==> config.mk <==
export PLATFORM = sky130hd
export DESIGN_NAME = wbgen2_dpssram_arbiter
export DESIGN_NICKNAME = d
export VERILOG_FILES = /design/src/rtl/wbgen2_dpssram_arb_pkg.sv /design/src/rtl/wbgen2_rr_arbiter.sv /design/src/rtl/wbgen2_dpssram_arbiter.sv
export SDC_FILE = /design/constraint.sdc
export NUM_CORES = 1
export LEC_CHECK = 0
export CAP_MARGIN = 20
export CORE_AREA = 2 2 82 84
export CTS_BUF_LIST = sky130_fd_sc_hd__clkbuf_2 sky130_fd_sc_hd__clkbuf_4 sky130_fd_sc_hd__clkbuf_8
export DETAILED_ROUTE_END_ITERATION = 10
export DIE_AREA = 0 0 84 86
export DONT_BUFFER_PORTS = 1
export GPL_TIMING_DRIVEN = 0
export HOLD_SLACK_MARGIN = 0.05
export SETUP_SLACK_MARGIN = 0.15
export SLEW_MARGIN = 40
export SYNTH_ARGS = -nofsm -noshare
export SYNTH_HDL_FRONTEND = slang
export SYNTH_SLANG_ARGS = --single-unit
==> constraint.sdc <==
create_clock -name clk_i -period 1.3 [get_ports clk_i]
set_input_delay 0.26 -clock clk_i [delete_from_list [all_inputs] [get_ports clk_i]]
set_output_delay 0.26 -clock clk_i [all_outputs]
set_load 0.005 [all_outputs]
==> src/rtl/wbgen2_dpssram_arb_pkg.sv <==
// Shared definitions for the dual-port SRAM port arbiter: index sizing and
// the read-return tag layout.
package wbgen2_dpssram_arb_pkg;

    localparam int c_max_masters = 8;

    function automatic int f_log2_ceil(input int n);
        int r;
        r = 0;
        for (int i = 0; i < 31; i++) begin
            if ((1 << i) < n) r = i + 1;
        end
        return (r < 1) ? 1 : r;
    endfunction

    localparam int c_tag_idx_w = f_log2_ceil(c_max_masters);

    typedef struct packed {
        logic                   valid;
        logic [c_tag_idx_w-1:0] idx;
    } t_read_tag;

endpackage

==> src/rtl/wbgen2_rr_arbiter.sv <==
// Round-robin picker: the first request after the last winner wins, and the
// last winner only moves when an accept actually happens.
module wbgen2_rr_arbiter
    import wbgen2_dpssram_arb_pkg::*;
#(
    parameter  int g_num = 2,
    localparam int c_iw  = f_log2_ceil(g_num)
) (
    input  logic             clk_i,
    input  logic             rst_n_i,
    input  logic [g_num-1:0] req_i,
    input  logic             en_i,
    output logic [g_num-1:0] grant_o,
    output logic [c_iw-1:0]  idx_o,
    output logic             valid_o
);

    logic [c_iw-1:0] last_grant_q, last_grant_d;
    logic            found;
    logic [c_iw-1:0] cand;

    always_comb begin
        found = 1'b0;
        cand  = '0;
        // Scan offsets 1..N from the last winner so the winner itself is tried last.
        for (int k = 1; k <= g_num; k++) begin
            for (int i = 0; i < g_num; i++) begin
                if (!found && req_i[i] && (i == (int'(last_grant_q) + k) % g_num)) begin
                    found = 1'b1;
                    cand  = c_iw'(i);
                end
            end
        end
        valid_o = found & en_i;
        idx_o   = cand;
        grant_o = '0;
        for (int i = 0; i < g_num; i++) begin
            grant_o[i] = valid_o && (cand == c_iw'(i));
        end
        last_grant_d = valid_o ? cand : last_grant_q;
    end

    always_ff @(posedge clk_i or negedge rst_n_i) begin
        if (!rst_n_i) begin
            last_grant_q <= c_iw'(g_num - 1);
        end else begin
            last_grant_q <= last_grant_d;
        end
    end

endmodule

==> src/rtl/wbgen2_dpssram_arbiter.sv <==
// Shares one SRAM port between several requesters: registers the winning
// request onto the RAM port and steers read data back two cycles later.
module wbgen2_dpssram_arbiter
    import wbgen2_dpssram_arb_pkg::*;
#(
    parameter  int g_num_masters = 2,
    parameter  int g_data_width  = 32,
    parameter  int g_addr_width  = 10,
    localparam int c_bw          = (g_data_width + 7) / 8,
    localparam int c_iw          = f_log2_ceil(g_num_masters)
) (
    input  logic                                  clk_i,
    input  logic                                  rst_n_i,
    input  logic [g_num_masters-1:0]              m_req_i,
    input  logic [g_num_masters-1:0]              m_we_i,
    input  logic [g_num_masters*g_addr_width-1:0] m_addr_i,
    input  logic [g_num_masters*g_data_width-1:0] m_data_i,
    input  logic [g_num_masters*c_bw-1:0]         m_bwsel_i,
    output logic [g_num_masters-1:0]              m_ack_o,
    output logic [g_num_masters-1:0]              m_rvalid_o,
    output logic [g_data_width-1:0]               m_rdata_o,
    output logic [g_addr_width-1:0]               ram_addr_o,
    output logic [g_data_width-1:0]               ram_data_o,
    output logic [c_bw-1:0]                       ram_bwsel_o,
    output logic                                  ram_rd_o,
    output logic                                  ram_wr_o,
    input  logic [g_data_width-1:0]               ram_data_i
);

    logic [g_num_masters-1:0] grant;
    logic [c_iw-1:0]          grant_idx;
    logic                     accept;

    logic                     sel_we;
    logic [g_addr_width-1:0]  sel_addr;
    logic [g_data_width-1:0]  sel_data;
    logic [c_bw-1:0]          sel_bw;

    logic [g_addr_width-1:0]  ram_addr_q, ram_addr_d;
    logic [g_data_width-1:0]  ram_data_q, ram_data_d;
    logic [c_bw-1:0]          ram_bwsel_q, ram_bwsel_d;
    logic                     ram_rd_q, ram_rd_d;
    logic                     ram_wr_q, ram_wr_d;
    t_read_tag                tag_s1_q, tag_s1_d;
    t_read_tag                tag_s2_q, tag_s2_d;

    // Accepting is disabled while reset is held so no ack leaks out.
    wbgen2_rr_arbiter #(
        .g_num (g_num_masters)
    ) u_rr (
        .clk_i   (clk_i),
        .rst_n_i (rst_n_i),
        .req_i   (m_req_i),
        .en_i    (rst_n_i),
        .grant_o (grant),
        .idx_o   (grant_idx),
        .valid_o (accept)
    );

    assign m_ack_o = grant;

    always_comb begin
        sel_we   = 1'b0;
        sel_addr = '0;
        sel_data = '0;
        sel_bw   = '0;
        for (int i = 0; i < g_num_masters; i++) begin
            if (grant_idx == c_iw'(i)) begin
                sel_we   = m_we_i[i];
                sel_addr = m_addr_i[i*g_addr_width +: g_addr_width];
                sel_data = m_data_i[i*g_data_width +: g_data_width];
                sel_bw   = m_bwsel_i[i*c_bw +: c_bw];
            end
        end
    end

    always_comb begin
        ram_addr_d  = ram_addr_q;
        ram_data_d  = ram_data_q;
        ram_bwsel_d = ram_bwsel_q;
        ram_rd_d    = 1'b0;
        ram_wr_d    = 1'b0;
        tag_s1_d    = '0;
        if (accept) begin
            ram_addr_d     = sel_addr;
            ram_data_d     = sel_data;
            ram_bwsel_d    = sel_bw;
            ram_rd_d       = !sel_we;
            ram_wr_d       = sel_we;
            tag_s1_d.valid = !sel_we;
            tag_s1_d.idx   = c_tag_idx_w'(grant_idx);
        end
        // Second stage lines up with the RAM's registered read data.
        tag_s2_d = tag_s1_q;
    end

    always_ff @(posedge clk_i or negedge rst_n_i) begin
        if (!rst_n_i) begin
            ram_addr_q  <= '0;
            ram_data_q  <= '0;
            ram_bwsel_q <= '0;
            ram_rd_q    <= 1'b0;
            ram_wr_q    <= 1'b0;
            tag_s1_q    <= '0;
            tag_s2_q    <= '0;
        end else begin
            ram_addr_q  <= ram_addr_d;
            ram_data_q  <= ram_data_d;
            ram_bwsel_q <= ram_bwsel_d;
            ram_rd_q    <= ram_rd_d;
            ram_wr_q    <= ram_wr_d;
            tag_s1_q    <= tag_s1_d;
            tag_s2_q    <= tag_s2_d;
        end
    end

    always_comb begin
        m_rvalid_o = '0;
        for (int i = 0; i < g_num_masters; i++) begin
            m_rvalid_o[i] = tag_s2_q.valid && (tag_s2_q.idx == c_tag_idx_w'(i));
        end
    end

    assign m_rdata_o   = ram_data_i;
    assign ram_addr_o  = ram_addr_q;
    assign ram_data_o  = ram_data_q;
    assign ram_bwsel_o = ram_bwsel_q;
    assign ram_rd_o    = ram_rd_q;
    assign ram_wr_o    = ram_wr_q;

endmodule

=== Yosys cells after proc, flatten, opt, wreduce, memory -nomap -nowiden ===
Index checks and enable logic that the tools add are counted.

* $add $sub $neg: 2
* Eq/ne operators: 3
* Muxes and demuxes: 14
* Bitwise operators: 4
* Reduce and logical (&&, ||, !) cells: 18

{| class="wikitable"
|+ Operators by type and width
! kind !! count
|-
| $logic_not A32 Y1 || 2
|-
| $mux W32 || 1
|-
| $logic_and A1 B1 Y1 || 11
|-
| $mux W1 || 10
|-
| $mux W10 || 1
|-
| $mux W4 || 2
|-
| $eq A2 B2 Y1 const A || 2
|-
| $logic_not A1 Y1 || 4
|-
| $eq A3 B1 Y1 const B || 1
|-
| $logic_not A3 Y1 || 1
|-
| $add A1 B1 Y1 const B || 2
|-
| $and A1 B1 Y1 const A || 2
|-
| $and A1 B1 Y1 || 1
|-
| $not A1 Y1 || 1
|}

* Input port bits: 130
* Register bits after elaboration: 57
* Output and inout bits: 84
* Logic and storage cells: 51

=== Longest topological paths before layout ===
* Depth in word-level cells: 20
* Gate-level depth with buffers: 5
* Depth with buffers taken out: 3

=== Cells and area by module ===
From an unflattened synthesis, not the netlist that was laid out.

* Cells, all modules: 253
* Area total of the unflattened synthesis: 2628.8 µm²

{| class="wikitable"
|+ By module, submodules not included
! module !! cells each !! seq. area each (µm²) !! times used !! area each (µm²)
|-
| wbgen2_dpssram_arbiter || 244 || 1276.2 || 1 || 2553.7
|-
| wbgen2_rr_arbiter || 9 || 26.3 || 1 || 75.1
|}

=== Worst setup path after synthesis ===
OpenSTA, ideal clock, no wires.

* Path kind: register -> output
* Start point: reg u_rr.last_grant_q
* End point: out m_ack_o[1]
* Path slack: -13 ps
* Stages on the path, launching flop included: 5
* Buffers on the path: 2
* Arrival: 1053 ps
* Required time: 1040 ps
* Cells stage by stage: dfstp_2 -> a21boi_2 -> buf_4 -> buf_6 -> and2_1

* Cells in the longest elaborated chain, start to end: 19
* Elaborated cells between the ends (all ways): 27
* Classes of those cells: 2 x add/sub; 2 x eq/ne; 7 x mux; 3 x bitwise; 13 x reduce/logical

{| class="wikitable"
|+ Ends and longest elaborated chain
! item !! RTL line !! RTL
|-
| start, declared || wbgen2_rr_arbiter.sv:18 || <nowiki>logic [c_iw-1:0] last_grant_q, last_grant_d;</nowiki>
|-
| start signal, assigned || wbgen2_rr_arbiter.sv:45 || <nowiki>last_grant_q <= c_iw'(g_num - 1);</nowiki>
|-
| start signal, assigned || wbgen2_rr_arbiter.sv:47 || <nowiki>last_grant_q <= last_grant_d;</nowiki>
|-
| $add A1 B1 Y1 || wbgen2_rr_arbiter.sv:28 || <nowiki>if (!found && req_i[i] && (i == (int'(last_grant_q) + k) % g_num)) begin</nowiki>
|-
| $and A1 B1 Y1 (no line) || - ||
|-
| $logic_not A32 Y1 || wbgen2_rr_arbiter.sv:28 ||
|-
| $logic_and A1 B1 Y1 || wbgen2_rr_arbiter.sv:28 ||
|-
| $mux W1 || wbgen2_rr_arbiter.sv:28 ||
|-
| $logic_not A1 Y1 || wbgen2_rr_arbiter.sv:28 ||
|-
| $logic_and A1 B1 Y1 (2 in series) || wbgen2_rr_arbiter.sv:28 ||
|-
| $mux W1 || wbgen2_rr_arbiter.sv:28 ||
|-
| $logic_not A1 Y1 || wbgen2_rr_arbiter.sv:28 ||
|-
| $logic_and A1 B1 Y1 (2 in series) || wbgen2_rr_arbiter.sv:28 ||
|-
| $mux W1 || wbgen2_rr_arbiter.sv:28 ||
|-
| $logic_not A1 Y1 || wbgen2_rr_arbiter.sv:28 ||
|-
| $logic_and A1 B1 Y1 (2 in series) || wbgen2_rr_arbiter.sv:28 ||
|-
| $mux W1 || wbgen2_rr_arbiter.sv:28 ||
|-
| $and A1 B1 Y1 || wbgen2_rr_arbiter.sv:34 || <nowiki>valid_o = found & en_i;</nowiki>
|-
| $logic_and A1 B1 Y1 * || wbgen2_rr_arbiter.sv:38 || <nowiki>grant_o[i] = valid_o && (cand == c_iw'(i));</nowiki>
|-
| end, declared || wbgen2_dpssram_arbiter.sv:19 || <nowiki>output logic [g_num_masters-1:0] m_ack_o,</nowiki>
|}

Mark *: on every way between the ends. The rest lies on a longest branch, timed or not.

=== Worst setup path in the final report ===
Ends and elaborated chain as after synthesis.

==> flow_results.xml <==
<?xml version="1.0" encoding="UTF-8"?>
<metrics>
  <group name="status">
    <metric name="run_status" unit="">complete, but fails checks</metric>
    <metric name="failed_checks" unit="">negative hold slack, negative setup slack</metric>
  </group>
  <group name="yosys">
    <metric name="syn_inst" unit="">301</metric>
    <metric name="ys_ff_latch" unit="">52</metric>
    <metric name="yosysSeqAreaShare" unit="">0.5100</metric>
    <metric name="syn-mean-instance-area" unit="um2">8.484</metric>
    <metric name="yosys_warnings" unit="">0</metric>
    <metric name="synth.net_count" unit="">431</metric>
    <metric name="netlist.area_leader.share" unit="">0.4998</metric>
    <metric name="synth_top_area_cell" unit="">sky130_fd_sc_hd__dfrtp_1</metric>
    <metric name="synthesis.area" unit="um2">2554</metric>
    <metric name="library_cells_used_by_synthesis" unit="">17</metric>
    <metric name="synth_top_cells_by_area" unit="">sky130_fd_sc_hd__dfrtp_1 (50%), sky130_fd_sc_hd__a21oi_1 (18%), sky130_fd_sc_hd__buf_4 (11%)</metric>
  </group>
  <group name="hold_path">
    <metric name="min_path_type" unit="">input port to asynchronous set/reset pin</metric>
  </group>
  <group name="routing">
    <metric name="detail_route.drc_violations" unit="">0</metric>
    <metric name="post_drt_wl_per_cell" unit="um">18.02</metric>
    <metric name="drt-total-wl" unit="um">7244</metric>
    <metric name="drt_pre_antenna_iters" unit="">4</metric>
    <metric name="detailroute.via_count" unit="">2173</metric>
    <metric name="drt_iter0_markers" unit="">67</metric>
    <metric name="vias_per_cell" unit="">5.405</metric>
    <metric name="drt.antenna.violating_nets" unit="">0</metric>
  </group>
  <group name="sta">
    <metric name="finalHoldViolations" unit="">52</metric>
    <metric name="final.period_utilization" unit="">1.199</metric>
    <metric name="slew-limit-headroom" unit="">0.6514</metric>
    <metric name="minimum_hold_slack" unit="ns">-0.3614</metric>
    <metric name="report.final.setup_viol" unit="">48</metric>
    <metric name="unrepaired_setup_endpoints_after_global_routing" unit="">yes</metric>
    <metric name="layout_setup_ws" unit="ns">-0.2586</metric>
    <metric name="timing_worst_slew_pin_value" unit="ns">0.5229</metric>
    <metric name="timing_max_transition_violations_final" unit="">0</metric>
    <metric name="fin_crit" unit="ns">1.559</metric>
    <metric name="timing.fmax" unit="MHz">641.6</metric>
    <metric name="final.setup_skew" unit="ns">0.007766</metric>
  </group>
  <group name="critical_path">
    <metric name="setup.worst_path.start_class" unit="">flop</metric>
    <metric name="ff2ff_setup_slack" unit="ns">-0.22</metric>
    <metric name="end_kind" unit="">output port</metric>
    <metric name="rr_endpoint" unit="">ram_data_o[18]$_DFFE_PN0P_</metric>
    <metric name="crit_path_max_fanout" unit="">5</metric>
    <metric name="worstSetupPathType" unit="">flop to output port</metric>
    <metric name="worstPathRequired" unit="ns">1.04</metric>
    <metric name="worstPathArrival" unit="ns">1.30</metric>
    <metric name="rr_startpoint" unit="">u_rr.last_grant_q$_DFFE_PN1P_</metric>
    <metric name="reg2regPathDepth" unit="">7</metric>
  </group>
  <group name="floorplanning">
    <metric name="num_io_pins" unit="">214</metric>
    <metric name="die_y" unit="um">86</metric>
    <metric name="placement_rows" unit="">29</metric>
    <metric name="chipWidth" unit="um">84</metric>
    <metric name="floorplan.die_area" unit="um2">7224</metric>
    <metric name="initial_utilization" unit="">0.4068</metric>
    <metric name="fp.coreArea" unit="um2">6277</metric>
  </group>
  <group name="pwr">
    <metric name="power_leakage" unit="nW">1.463</metric>
    <metric name="power.ir.vdd_worst" unit="uV">569.2</metric>
    <metric name="powerDensity" unit="nW/um2">1238</metric>
  </group>
  <group name="clock_tree">
    <metric name="cts.path.max_buffers" unit="">2</metric>
    <metric name="cts_buffers" unit="">5</metric>
    <metric name="cts-root-buf" unit="">sky130_fd_sc_hd__clkbuf_8</metric>
    <metric name="clkLatencyLatePin" unit="ns">0.30</metric>
    <metric name="h-tree-depth" unit="">2</metric>
    <metric name="clkTransAtPathRegs" unit="ns">0.09</metric>
    <metric name="holdBufCountCts" unit="">1</metric>
    <metric name="tritoncts" unit="">built</metric>
    <metric name="clkSinkCount" unit="">52</metric>
  </group>
  <group name="grt">
    <metric name="global_route.usage.total" unit="">0.1930</metric>
    <metric name="overflow" unit="">0</metric>
    <metric name="initial_antenna_violation_count" unit="">0</metric>
    <metric name="grt_pass1_vias" unit="">2122</metric>
    <metric name="pin_count_of_the_biggest_net_entering_global_routing" unit="">58</metric>
    <metric name="global_route_wire_length_before_repair" unit="um">10970</metric>
  </group>
  <group name="finish">
    <metric name="final_net_count" unit="">454</metric>
    <metric name="regArea" unit="um2">1303</metric>
    <metric name="drive_above_1_share" unit="">0.3569</metric>
    <metric name="num_antenna_cells" unit="">0</metric>
    <metric name="cell_area_after_layout" unit="um2">3217</metric>
    <metric name="fillerInstances" unit="">596</metric>
    <metric name="flow.area_growth_from_synthesis" unit="%">25.97</metric>
    <metric name="multi_input_comb_area" unit="um2">1057</metric>
    <metric name="final_cells" unit="">402</metric>
  </group>
  <group name="placed_design">
    <metric name="dpl_cell_area" unit="um2">2685</metric>
    <metric name="port_buffers" unit="">0</metric>
    <metric name="finalWeightedCongestion" unit="">0.7789</metric>
    <metric name="dp.cells" unit="">378</metric>
    <metric name="dp.final_hpwl" unit="um">5019</metric>
  </group>
  <group name="flow_run">
    <metric name="max_cap_violations" unit="">0</metric>
  </group>
</metrics>
-- per-layer routing --
| layer | up-vias | wire length [um] | GRT usage |
|---|---|---|---|
| met5 | - | 0 | 0 |
| met4 | 0 | 90 | 0.05572 |
| met3 | 9 | 535 | 0.04139 |
| met2 | 128 | 3796 | 0.3484 |
| met1 | 1034 | 2821 | 0.2328 |
| li1 | 1002 | - | - |
-- registers in the layout (all words and copies together), names as in the netlist --
register           count
ram_addr_o            10
ram_bwsel_o            4
ram_data_o            32
ram_rd_o               1
ram_wr_o               1
tag_s1_q               1
tag_s2_q               2
u_rr.last_grant_q      1
-- logic make-up (layout without fill, tap and decap cells) --
logic type | count (synthesis) | count (layout) | share of synthesized area
buf+inv | 52 | 76 | 0.1401
compound gates | 98 | 98 | 0.1979
simple gates | 98 | 98 | 0.1480
mux | 1 | 1 | 0.003920
flops | 52 | 52 | 0.5100
-- worst max-delay path by stage --
stage | start | to | cells past startpoint
3_3_place_gp | u_rr.last_grant_q$_DFFE_PN1P_ | m_ack_o[1] | 4
3_5_place_dp | u_rr.last_grant_q$_DFFE_PN1P_ | m_ack_o[1] | 4
4_1_cts | u_rr.last_grant_q$_DFFE_PN1P_ | m_ack_o[1] | 4
6_report | u_rr.last_grant_q$_DFFE_PN1P_ | m_ack_o[1] | 4
5_1_grt | u_rr.last_grant_q$_DFFE_PN1P_ | m_ack_o[1] | 4
2_1_floorplan | u_rr.last_grant_q$_DFFE_PN1P_ | m_ack_o[1] | 4
-- cell usage in the layout, fill, tap and decap left out, types with 3 or more instances in the layout --
cell type / netlist / layout
sky130_fd_sc_hd__nand2_1: 46 / 46
sky130_fd_sc_hd__a21oi_1: 93 / 56
sky130_fd_sc_hd__clkbuf_1: 3 / 3
sky130_fd_sc_hd__a21oi_2: 0 / 37
sky130_fd_sc_hd__nor2_1: 48 / 48
sky130_fd_sc_hd__buf_4: 38 / 45
sky130_fd_sc_hd__bufbuf_16: 0 / 4
sky130_fd_sc_hd__buf_8: 0 / 5
sky130_fd_sc_hd__dfrtp_1: 51 / 51
sky130_fd_sc_hd__buf_6: 1 / 3
sky130_fd_sc_hd__buf_2: 10 / 5
sky130_fd_sc_hd__clkbuf_8: 0 / 6
-- Yosys cell counts (all sizes together) --
cell    number
a21bo        1
a21boi       1
a21oi       93
a31oi        1
and2         3
buf         49
clkbuf       3
dfrtp       51
dfstp        1
mux2i        1
nand2       46
nor2        48
nor2b        1
o21a         1
o21ai        1
-- cell type report --
cell class                      instances  share of cell area
Buffer                                 52              0.1280
Clock buffer                            8             0.03034
Multi-Input combinational cell        197              0.3287
Sequential cell                        52              0.4049
Tap cell                               77             0.02995
Timing Repair Buffer                   16             0.07818
-- worst max-delay path, cell delays in order, from the launching register on --
cell and delay (ns):
sky130_fd_sc_hd__dfstp_2 0.57, sky130_fd_sc_hd__a21boi_4 0.06, sky130_fd_sc_hd__buf_6 0.12, sky130_fd_sc_hd__buf_6 0.12
sky130_fd_sc_hd__and2_4 0.14
-- where the power goes --
group | internal (mW) | switching (mW) | total (mW)
clock network | 0.477 | 0.504 | 0.981
logic | 0.507 | 0.443 | 0.951
registers | 1.85 | 0.198 | 2.05
-- what timing repair did --
action | CTS | global route
resized for setup | 27 | 22
pin swaps | 6 | 4
buffers inserted | 7 | 4
hold endpoints to repair | 53 | 53
setup endpoints to repair | 46 | 51
gates cloned | 4 | 0
-- per-stage QoR --
step	setup TNS, ns	setup slack [ns]	power, mW	util	hold slack, ns
2_1_floorplan	0	0.05083	2.561	-	-0.03559
3_3_place_gp	-0.03264	-0.02014	2.725	0.4277	-0.03473
3_5_place_dp	-0.05091	-0.03603	2.744	0.4277	-0.03489
4_1_cts	-6.211	-0.2748	3.955	0.4929	-0.3683
5_1_grt	-9.703	-0.3023	4.211	0.5125	-0.3820
6_report	-7.123	-0.2586	3.982	0.5125	-0.3614
No activity file was read; power rests on OpenSTA's default activity.
